### config.mk
export PLATFORM = sky130hd
export DESIGN_NAME = seq_detect_multi
export DESIGN_NICKNAME = d
export VERILOG_FILES = /design/src/rtl/seq_detect_multi.sv
export SDC_FILE = /design/constraint.sdc
export NUM_CORES = 1
export LEC_CHECK = 0
export CORE_MARGIN = 5
export CORE_UTILIZATION = 41
export DETAILED_ROUTE_END_ITERATION = 7
export GPL_TIMING_DRIVEN = 0
export PLACE_DENSITY = 0.8
export REMOVE_ABC_BUFFERS = 1
export SETUP_SLACK_MARGIN = 0.4
export SLEW_MARGIN = 5
export SYNTH_ARGS = -nofsm -noshare
export SYNTH_HDL_FRONTEND = slang
export SYNTH_SLANG_ARGS = --single-unit
### constraint.sdc
create_clock -name clk -period 2.9 [get_ports clk]
set_input_delay 0.435 -clock clk [delete_from_list [all_inputs] [get_ports clk]]
set_output_delay 0.435 -clock clk [all_outputs]
set_load 0.05 [all_outputs]
### src/rtl/seq_detect_multi.sv
// Multi-pattern serial sequence detector: shifts qualified bits into an N-bit
// window and compares it against P masked patterns, with overlap control.
module seq_detect_multi #(
  parameter int N  = 6,
  parameter int P  = 4,
  parameter int CW = 8,
  localparam int IW = (P > 1) ? $clog2(P) : 1
) (
  input  logic            clk,
  input  logic            reset,
  input  logic            in_valid,
  input  logic            in_bit,
  input  logic            clear,
  input  logic            overlap,
  input  logic [P*N-1:0]  seq,
  input  logic [P*N-1:0]  mask,
  input  logic [P-1:0]    pat_en,
  output logic            match,
  output logic [P-1:0]    match_vec,
  output logic [IW-1:0]   match_id,
  output logic [CW-1:0]   match_count,
  output logic            primed
);

  localparam int FW = $clog2(N + 1);
  localparam logic [FW-1:0] FULL    = FW'(N);
  localparam logic [CW-1:0] CNT_MAX = {CW{1'b1}};

  // Input handshake: there is no ready; a bit is consumed on every rising
  // edge where in_valid=1 and clear=0, and ignored otherwise.
  logic [N-1:0]  buffer;
  logic [FW-1:0] fill;

  logic [N-1:0]  buffer_next;
  logic [FW-1:0] fill_inc;
  logic [P-1:0]  hit;
  logic          any_hit;
  logic [IW-1:0] id_next;

  assign buffer_next = {buffer[N-2:0], in_bit};
  assign fill_inc    = (fill == FULL) ? FULL : fill + FW'(1);
  assign any_hit     = |hit;
  assign primed      = (fill == FULL);

  // Compare is against the window as it will look after this bit shifts in.
  always_comb begin
    hit = '0;
    for (int p = 0; p < P; p++) begin
      hit[p] = pat_en[p] && (fill_inc == FULL) &&
               (((buffer_next ^ seq[p*N +: N]) & mask[p*N +: N]) == '0);
    end
  end

  // Descending scan so the lowest set index wins.
  always_comb begin
    id_next = '0;
    for (int p = P - 1; p >= 0; p--) begin
      if (hit[p]) id_next = IW'(p);
    end
  end

  always_ff @(posedge clk or posedge reset) begin
    if (reset) begin
      buffer      <= '0;
      fill        <= '0;
      match       <= 1'b0;
      match_vec   <= '0;
      match_id    <= '0;
      match_count <= '0;
    end else if (clear) begin
      buffer      <= '0;
      fill        <= '0;
      match       <= 1'b0;
      match_vec   <= '0;
      match_id    <= '0;
      match_count <= '0;
    end else if (in_valid) begin
      buffer    <= buffer_next;
      // Non-overlapping mode restarts the fill so N fresh bits are required.
      fill      <= (any_hit && !overlap) ? '0 : fill_inc;
      match     <= any_hit;
      match_vec <= hit;
      match_id  <= id_next;
      if (any_hit && (match_count != CNT_MAX)) begin
        match_count <= match_count + CW'(1);
      end
    end else begin
      match     <= 1'b0;
      match_vec <= '0;
      match_id  <= '0;
    end
  end

endmodule

==> results.json, run 1 <==
{
  "status": "finished, final reports clean",
  "clock-root-buffer": "clkbuf_8",
  "clock_path_buffers": 2,
  "synth_edf_count": 0,
  "postSynthCellCount": 163,
  "async_flop_share_pct": 100,
  "hold_viol": 0,
  "netlist-cell-type-count": 36,
  "yosysWarnings": 0,
  "cts_buffers": 3,
  "grt_pass1_vias": 1402,
  "max-cap-violations": 0,
  "grtUsageTotal_pct": 16.7,
  "coreArea_mm2": 0.00372,
  "ys_ff_latch": 23,
  "end_kind": "flop",
  "nFillCells": 322,
  "gp_congestion": 0.777,
  "critPathTopFamily": "compound AO/OA/AOI/OAI gates",
  "area_growth_pct": 46.7,
  "crit_slowest_cell": "a222oi_1",
  "final_nets": 292,
  "slew_viol_final": 0,
  "finalCriticalPeriod_ps": 2520,
  "first_iter_violations": 73,
  "cp.required_ps": 3060,
  "report.power.total_mw": 0.688,
  "crit_buf_inv": 1,
  "grt_max_degree": 26,
  "setup_viol": 0,
  "syn_area_mm2": 0.00160,
  "antenna_found_initial": 0,
  "fmax_mhz": 397,
  "syn_area_per_cell_um2": 9.83,
  "dpl_cell_area_mm2": 0.00228,
  "fin_ws_ps": 379,
  "max_stage_delay_ps": 500,
  "port_buffers": 73,
  "p_per_area_mw_per_mm2": 293,
  "grt_pass1_wl_mm": 6.86,
  "postLayoutCoreUtil_pct": 63.3,
  "dpl.cell_count": 272,
  "dp.final_hpwl_mm": 3.39,
  "die_area_mm2": 0.00526,
  "initial_utilization_pct": 43.1,
  "routed_wl_mm": 4.27,
  "htreeDepth": 1,
  "crit_chain": "clkdlybuf4s50_1, xor2_1, a222oi_1, nand4_1, a21bo_4, a21boi_2, mux2_2",
  "peakVddDrop_mv": 0.320,
  "whs_ps": 532,
  "crit_arrival_ps": 2680,
  "post-route-period-util_pct": 86.9,
  "leakagePower_nw": 1.01,
  "worstPathMaxFanout": 11,
  "via_count": 1401,
  "instances_no_fill": 278,
  "path_clk_slew_ps": 80,
  "layout_common_cells": "clkdlybuf4s50_1 (72), xor2_1 (24), dfrtp_1 (23), nor2_1 (15)",
  "clock_latency_ps": 270,
  "post_drt_wl_per_cell_um": 15.4,
  "multiInputGateArea_um2": 911,
  "fin_skew_ps": 2.59,
  "relSlewSlack_pct": 39.5,
  "pin_count": 74,
  "rsz0062_at_grt": "yes",
  "hold_class": "reg2reg",
  "detail_route.vias_per_cell": 5.04,
  "synth_flop_cell": "dfrtp_1",
  "diodes": 0,
  "regArea_um2": 576,
  "grt-ovfl-total": 0,
  "final_area_mm2": 0.00235,
  "worstSetupPathType": "in2reg",
  "final_layout_size_suffix_gt1_share_pct": 7.39,
  "tightest_slew_ps": 907,
  "antenna_left": 0,
  "fin_setup_tns_ps": 0,
  "fp-row-count": 22,
  "yosysSeqAreaShare_pct": 35.9,
  "firstDrtPassIters": 4,
  "layout_commonest_cell": "clkdlybuf4s50_1",
  "hold_buffers": 0,
  "start_kind": "input pin",
  "dieWidth_um": 72.5,
  "die-height_um": 72.5,
  "drcViolationCount": 0,
  "post-place-ws_ps": -546,
  "cts_tree": "done",
  "clock-sinks": 23
}
==> synth_stat cells, types with 2 or more instances <==
cell type / count / area [µm²]
mux2_2: 6 / 67.6
a22oi_1: 4 / 30.0
mux2i_1: 6 / 60.1
buf_6: 5 / 56.3
a2111oi_2: 2 / 30.0
a211o_1: 2 / 17.5
nor2_1: 15 / 56.3
dfrtp_1: 23 / 576
inv_1: 4 / 15.0
o21ai_0: 3 / 15.0
nand3_1: 3 / 15.0
a21oi_1: 10 / 50.1
nor2b_1: 7 / 43.8
and2_1: 3 / 18.8
buf_2: 2 / 10.0
nand3b_1: 2 / 15.0
nand2_1: 10 / 37.5
ha_1: 3 / 37.5
xor2_1: 24 / 210
nand4_1: 4 / 25.0
clkbuf_8: 3 / 41.3
nand2b_1: 4 / 25.0
a222oi_1: 4 / 40.0
and4_1: 2 / 17.5
==> sequential cells by signal, indices dropped and copies added, names as in the netlist <==
signal and flops:
buffer 5, match_vec 4, fill 3, match_id 2
match 1, match_count 8
==> logic make-up after synthesis <==
family / Yosys count / share of synthesized area (%)
compound gates: 32 / 15.5
fa+ha+maj: 3 / 2.34
simple gates: 53 / 17.1
xor+xnor: 24 / 13.1
mux: 12 / 7.96
buf+inv: 16 / 8.12
flops: 23 / 35.9
==> timing repair <==
item / CTS / global route
pin swaps: 2 / 3
hold endpoints to repair: 0 / 0
buffers inserted: 1 / 1
endpoints found under the setup margin: 12 / 3
gates resized for setup: 7 / 0
cloned: 0 / 0
==> report_power, final <==
group	total (mW)	internal [mW]	leakage, nW	switching (mW)
clock network	0.205	0.0983	0.0228	0.107
logic	0.152	0.0969	0.664	0.0554
registers	0.331	0.324	0.319	0.00675
==> area by class of cell <==
type | instances | share of cell area [%]
tap | 48 | 2.55
inverter | 4 | 0.639
multi-input combinational | 124 | 38.7
sequential | 23 | 24.5
clock buffer | 4 | 1.92
timing repair buffer | 75 | 31.7
==> final timing paths <==
| check | startpoint | endpoint | slack [ps] | depth (start not counted) |
|---|---|---|---|---|
| worst min register to register | fill[1]$_DFFE_PP0P_ | fill[1]$_DFFE_PP0P_ | 530 | 2 |
| max in group asynchronous | reset | match$_DFF_PP0_ | 1690 | 2 |
| min in group asynchronous | reset | buffer[0]$_DFFE_PP0P_ | 660 | 2 |
| worst min-delay path | fill[1]$_DFFE_PP0P_ | fill[1]$_DFFE_PP0P_ | 530 | 2 |
| worst max register to register | buffer[3]$_DFFE_PP0P_ | match_count[0]$_DFFE_PP0P_ | 510 | 6 |
| worst max-delay path | seq[12] | match_count[0]$_DFFE_PP0P_ | 380 | 7 |
==> layer usage <==
layer / GRT usage (%) / vias up / share of wire [%]
met4: 3.07 / 0 / 1.1
met2: 29.4 / 21 / 53
met3: 3.46 / 7 / 2.7
met5: 0 / - / 0
met1: 21.2 / 665 / 43
li1: - / 708 / -
==> worst reg2reg max path, stage by stage, from the launching register on <==
cell	delay, ps
dfrtp_1	480
xor2_1	190
a222oi_1	450
nand4_1	250
a21bo_4	320
a21boi_2	230
mux2_2	360
(Power assumes the default switching activity.)
==> inputs of run 2 (changes only) <==
- MAX_ROUTING_LAYER: default -> met4
==> run 2 against run 1 <==
  * Sequential share of layout area is the same
  * Critical endpoint unchanged
  * Clock power is essentially flat
  * Global-route usage grew 0.49 points
  * Routed wire length is the same
  * Critical path type unchanged
  * Final area is the same
  * Clock skew is essentially flat
  * Highest routed layer unchanged
  * Sequential power is essentially flat
  * Maximum frequency grew 0.19%
  * First-iteration DRC count shrank 8.2%
  * Cell count is the same
  * Via count shrank 0.14%
  * Largest cell class unchanged
==> results.json, run 2 (synthesis results as in run 1) <==
{
  "path_clk_slew_ps": 80,
  "top_register": "match_count",
  "hold_class": "reg2reg",
  "clock_latency_ps": 270,
  "initial_utilization_pct": 43.1,
  "gp_congestion": 0.787,
  "grtUsageTotal_pct": 17.2,
  "finalCriticalPeriod_ps": 2520,
  "pin_count": 74,
  "dpl_cell_area_mm2": 0.00228,
  "antenna_found_initial": 0,
  "postLayoutCoreUtil_pct": 63.3,
  "reg2regPathDepth": 6,
  "crit_arrival_ps": 2680,
  "cts_tree": "done",
  "max-cap-violations": 0,
  "reg2reg_setup_slack_ps": 520,
  "coreArea_mm2": 0.00372,
  "post_drt_wl_per_cell_um": 15.4,
  "die_area_mm2": 0.00526,
  "report.power.total_mw": 0.690,
  "final_layout_size_suffix_gt1_share_pct": 7.39,
  "regToRegStartpoint": "buffer[3]$_DFFE_PP0P_",
  "drcViolationCount": 0,
  "layout_commonest_cell": "clkdlybuf4s50_1",
  "port_buffers": 73,
  "antenna_left": 0,
  "detail_route.vias_per_cell": 5.03,
  "relSlewSlack_pct": 39.6,
  "leakagePower_nw": 1.01,
  "htreeDepth": 1,
  "cp.required_ps": 3060,
  "fp-row-count": 22,
  "end_kind": "flop",
  "multiInputGateArea_um2": 911,
  "slew_viol_final": 0,
  "hold_viol": 0,
  "clock-sinks": 23,
  "grt_max_degree": 26,
  "tightest_slew_ps": 905,
  "status": "finished, final reports clean",
  "setup_viol": 0,
  "area_growth_pct": 46.7,
  "crit_path_end": "match_count[0]$_DFFE_PP0P_",
  "start_kind": "input pin",
  "peakVddDrop_mv": 0.323,
  "post-route-period-util_pct": 86.8,
  "layout_common_cells": "clkdlybuf4s50_1 (72), xor2_1 (24), dfrtp_1 (23), nor2_1 (15)",
  "worstSetupPathType": "in2reg",
  "via_count": 1399,
  "grt_pass1_wl_mm": 6.87,
  "fmax_mhz": 397,
  "rsz0062_at_grt": "yes",
  "first_iter_violations": 67,
  "grt_pass1_vias": 1399,
  "firstDrtPassIters": 4,
  "dp.final_hpwl_mm": 3.39,
  "dieWidth_um": 72.5,
  "fin_setup_tns_ps": 0,
  "nFillCells": 322,
  "cp-startpoint": "seq[12]",
  "final_nets": 292,
  "routed_wl_mm": 4.27,
  "final_area_mm2": 0.00235,
  "clock-root-buffer": "clkbuf_8",
  "clock_path_buffers": 2,
  "largest_reg_flops": 8,
  "hold_buffers": 0,
  "diodes": 0,
  "timing.rr.end": "match_count[0]$_DFFE_PP0P_",
  "cts_buffers": 3,
  "grt-ovfl-total": 0,
  "fin_skew_ps": 2.29,
  "regArea_um2": 576,
  "die-height_um": 72.5,
  "top_regs": "match_count: 8 flops, buffer: 5 flops, match_vec: 4 flops",
  "worstPathMaxFanout": 11,
  "p_per_area_mw_per_mm2": 293
}
==> run 2: cell counts in the layout (fill, tap and decap cells not counted) <==
No cell type changed its count.
==> run 2: repair_timing <==
action                                  4_1_cts  5_1_grt
setup buffers                                 1        1
endpoints found under the setup margin       12        3
gates resized for setup                       7        0
pin swaps                                     2        3
==> run 2: worst max-delay path, stage by stage <==
cell             delay (ps)
clkdlybuf4s50_1         420
xor2_1                  160
a222oi_1                500
nand4_1                 250
a21bo_4                 320
a21boi_2                230
mux2_2                  360
==> run 2: worst min-delay path by stage <==
| stage | start | endpoint | slack [ps] | cells after the start |
|---|---|---|---|---|
| global placement | fill[1]$_DFFE_PP0P_ | fill[1]$_DFFE_PP0P_ | 490 | 2 |
| detailed placement | fill[1]$_DFFE_PP0P_ | fill[1]$_DFFE_PP0P_ | 520 | 2 |
| global route | fill[1]$_DFFE_PP0P_ | fill[1]$_DFFE_PP0P_ | 580 | 2 |
| finish | fill[1]$_DFFE_PP0P_ | fill[1]$_DFFE_PP0P_ | 530 | 2 |
| CTS | fill[1]$_DFFE_PP0P_ | fill[1]$_DFFE_PP0P_ | 540 | 2 |
| floorplan | reset | buffer[0]$_DFFE_PP0P_ | 440 | 1 |
==> run 2: area by class of cell <==
type,count,area share [%]
clock buffer,4,1.92
inverter,4,0.639
multi-input combinational,124,38.7
sequential,23,24.5
tap,48,2.55
timing repair buffer,75,31.7
==> run 2: metrics by stage <==
step	setup slack, ps	cells	hold slack, ps
global route	373	278	580
finish	384	278	532
global placement	-522	272	490
floorplan	548	151	437
detailed placement	-546	272	521
CTS	432	277	540
==> run 2: layer usage <==
metal	GRT usage (%)	wire (µm)	vias up
li1	-	-	707
met1	21.2	1830	660
met2	29.4	2260	25
met3	3.46	133	7
met4	3.07	47	0
met5	-	0	-
==> run 2: where the power goes <==
group / switching, mW / internal, mW
Clock: 0.108 / 0.0984
Sequential: 0.00680 / 0.324
Combinational: 0.0555 / 0.0969
Total: 0.170 / 0.519
==> inputs of run 3 (changes only) <==
- clock period: 2.9 -> 2.4 ns (I/O delays scaled with it)
==> run 3 against run 2 <==
  * Die area did not move
  * Combinational power grew 28%
  * Clock skew barely moved
  * Sequential cell count stayed put
  * Largest cell class unchanged
  * Global-route usage is 1.6 points higher
  * Highest routed layer unchanged
  * Critical path depth increased by 1
==> results.json, run 3 (synthesis results as in run 1) <==
{
  "layout_commonest_cell": "clkdlybuf4s50_1",
  "die-height_um": 72.5,
  "cts_buffers": 3,
  "final_layout_size_suffix_gt1_share_pct": 17.6,
  "leakagePower_nw": 1.08,
  "fp-row-count": 22,
  "worstSetupPathType": "in2reg",
  "max_stage_delay_ps": 420,
  "detail_route.vias_per_cell": 5.13,
  "hold_viol": 0,
  "hold_class": "in2async",
  "fmax_mhz": 440,
  "dieWidth_um": 72.5,
  "grt_pass1_wl_mm": 7.46,
  "crit_slowest_cell": "clkdlybuf4s50_1",
  "port_buffers": 73,
  "grt-ovfl-total": 0,
  "finalCriticalPeriod_ps": 2270,
  "multiInputGateArea_mm2": 0.00103,
  "firstDrtPassIters": 4,
  "first_iter_violations": 75,
  "instances_no_fill": 287,
  "antenna_left": 0,
  "crit_arrival_ps": 2430,
  "fin_setup_tns_ps": 0,
  "clock_path_buffers": 2,
  "drcViolationCount": 0,
  "setup_viol": 0,
  "via_count": 1473,
  "grtUsageTotal_pct": 18.8,
  "post-route-period-util_pct": 94.7,
  "p_seq_share_pct": 47.4,
  "max-cap-violations": 0,
  "nFillCells": 296,
  "path_clk_slew_ps": 80,
  "antenna_found_initial": 0,
  "clkPwrFrac_pct": 29.6,
  "gp_congestion": 0.787,
  "grt_max_degree": 26,
  "clock-root-buffer": "clkbuf_8",
  "layout_common_cells": "clkdlybuf4s50_1 (65), xor2_1 (24), dfrtp_1 (20), nor2_1 (15), nand2_1 (10)",
  "fin_skew_ps": 2.30,
  "tightest_slew_ps": 874,
  "rsz0062_at_grt": "yes",
  "grt_pass1_vias": 1522,
  "final_nets": 301,
  "crit_chain": "clkdlybuf4s50_1, xor2_1, a222oi_1, nand4_1, buf_4, a21bo_4, a21boi_4, mux2_4",
  "clock_latency_ps": 270,
  "dpl.cell_count": 272,
  "power.switching_mw": 0.212,
  "clock-sinks": 23,
  "initial_utilization_pct": 43.1,
  "routed_wl_mm": 4.75,
  "largest_reg_flops": 8,
  "diodes": 0,
  "slew_viol_final": 0,
  "relSlewSlack_pct": 41.6,
  "pin_count": 74,
  "critPathTopFamily": "compound AO/OA/AOI/OAI gates",
  "coreArea_mm2": 0.00372,
  "cp.required_ps": 2560,
  "p_int_mw": 0.630,
  "switching_share_pct": 25.2,
  "worstPathMaxFanout": 5,
  "p_per_area_mw_per_mm2": 333,
  "hold_buffers": 0,
  "combPwrFrac_pct": 23.0,
  "area_growth_pct": 58.0,
  "top_regs": "match_count: 8 flops, buffer: 5 flops, match_vec: 4 flops",
  "start_kind": "input pin",
  "dp.final_hpwl_mm": 3.39,
  "regArea_um2": 579,
  "crit_buf_inv": 2,
  "end_kind": "flop",
  "peakVddDrop_mv": 0.393,
  "htreeDepth": 1,
  "top_register": "match_count",
  "die_area_mm2": 0.00526,
  "post_drt_wl_per_cell_um": 16.5,
  "cts_tree": "done",
  "status": "finished, final reports clean"
}
## run 3: worst paths after layout
kind                                       start  slack (ps)                         end  cells past startpoint
hold reg to reg              fill[1]$_DFFE_PP0P_         570         fill[1]$_DFFE_PP0P_                      2
max in group asynchronous                  reset        1240       buffer[3]$_DFFE_PP0P_                      2
setup reg to reg           buffer[3]$_DFFE_PP0P_         160  match_count[0]$_DFFE_PP0P_                      7
setup / recovery                         seq[22]         130  match_count[0]$_DFFE_PP0P_                      8
min in group clk             fill[1]$_DFFE_PP0P_         570         fill[1]$_DFFE_PP0P_                      2
hold / removal                             reset         570  match_count[1]$_DFFE_PP0P_                      2
## run 3: cell type report
| cell class | count | area share (%) |
|---|---|---|
| Inverter | 4 | 0.593 |
| Timing Repair Buffer | 83 | 31.7 |
| Sequential cell | 23 | 22.9 |
| Tap cell | 48 | 2.37 |
| Clock buffer | 4 | 1.78 |
| Multi-Input combinational cell | 125 | 40.7 |
## run 3: worst register-to-register path: cells and delay by family (launching register included)
family | cells | cell delay (ps)
mux | 1 | 310
xor+xnor | 1 | 170
compound gates | 3 | 860
simple gates | 1 | 150
flops | 1 | 450
buf+inv | 1 | 190
## run 3: through the flow
step	utilization [%]	cell area, µm²	hold WS [ps]	power, mW	setup WS, ps
floorplan	-	1490	362	0.467	48.5
global placement	61.3	2280	490	0.586	-947
detailed placement	61.3	2280	521	0.589	-971
CTS	66.5	2470	539	0.842	185
global route	68.1	2530	593	0.879	113
finish	68.1	2530	566	0.842	127
## run 3: per-layer routing
metal | part of all wire [%] | up-vias | global-route usage (%)
li1 | - | 727 | -
met1 | 42 | 708 | 23.1
met2 | 54 | 31 | 32.6
met3 | 2.8 | 7 | 3.46
met4 | 0.93 | 0 | 3.07
met5 | 0 | - | -
## run 3: power by group through the flow
stage                     Combinational [mW]  Clock [mW]  Sequential, mW
after floorplan                       0.0615           0           0.405
after global placement                 0.179           0           0.407
after detailed placement               0.181           0           0.408
after CTS                              0.187       0.255           0.400
after global routing                   0.210       0.268           0.400
final                                  0.194       0.249           0.399
## run 3: repair_timing
action / 4_1_cts / 5_1_grt
gates resized for setup: 34 / 11
cloned: 1 / 0
pin swaps: 17 / 9
buffers inserted: 6 / 4
setup endpoints to repair: 16 / 16
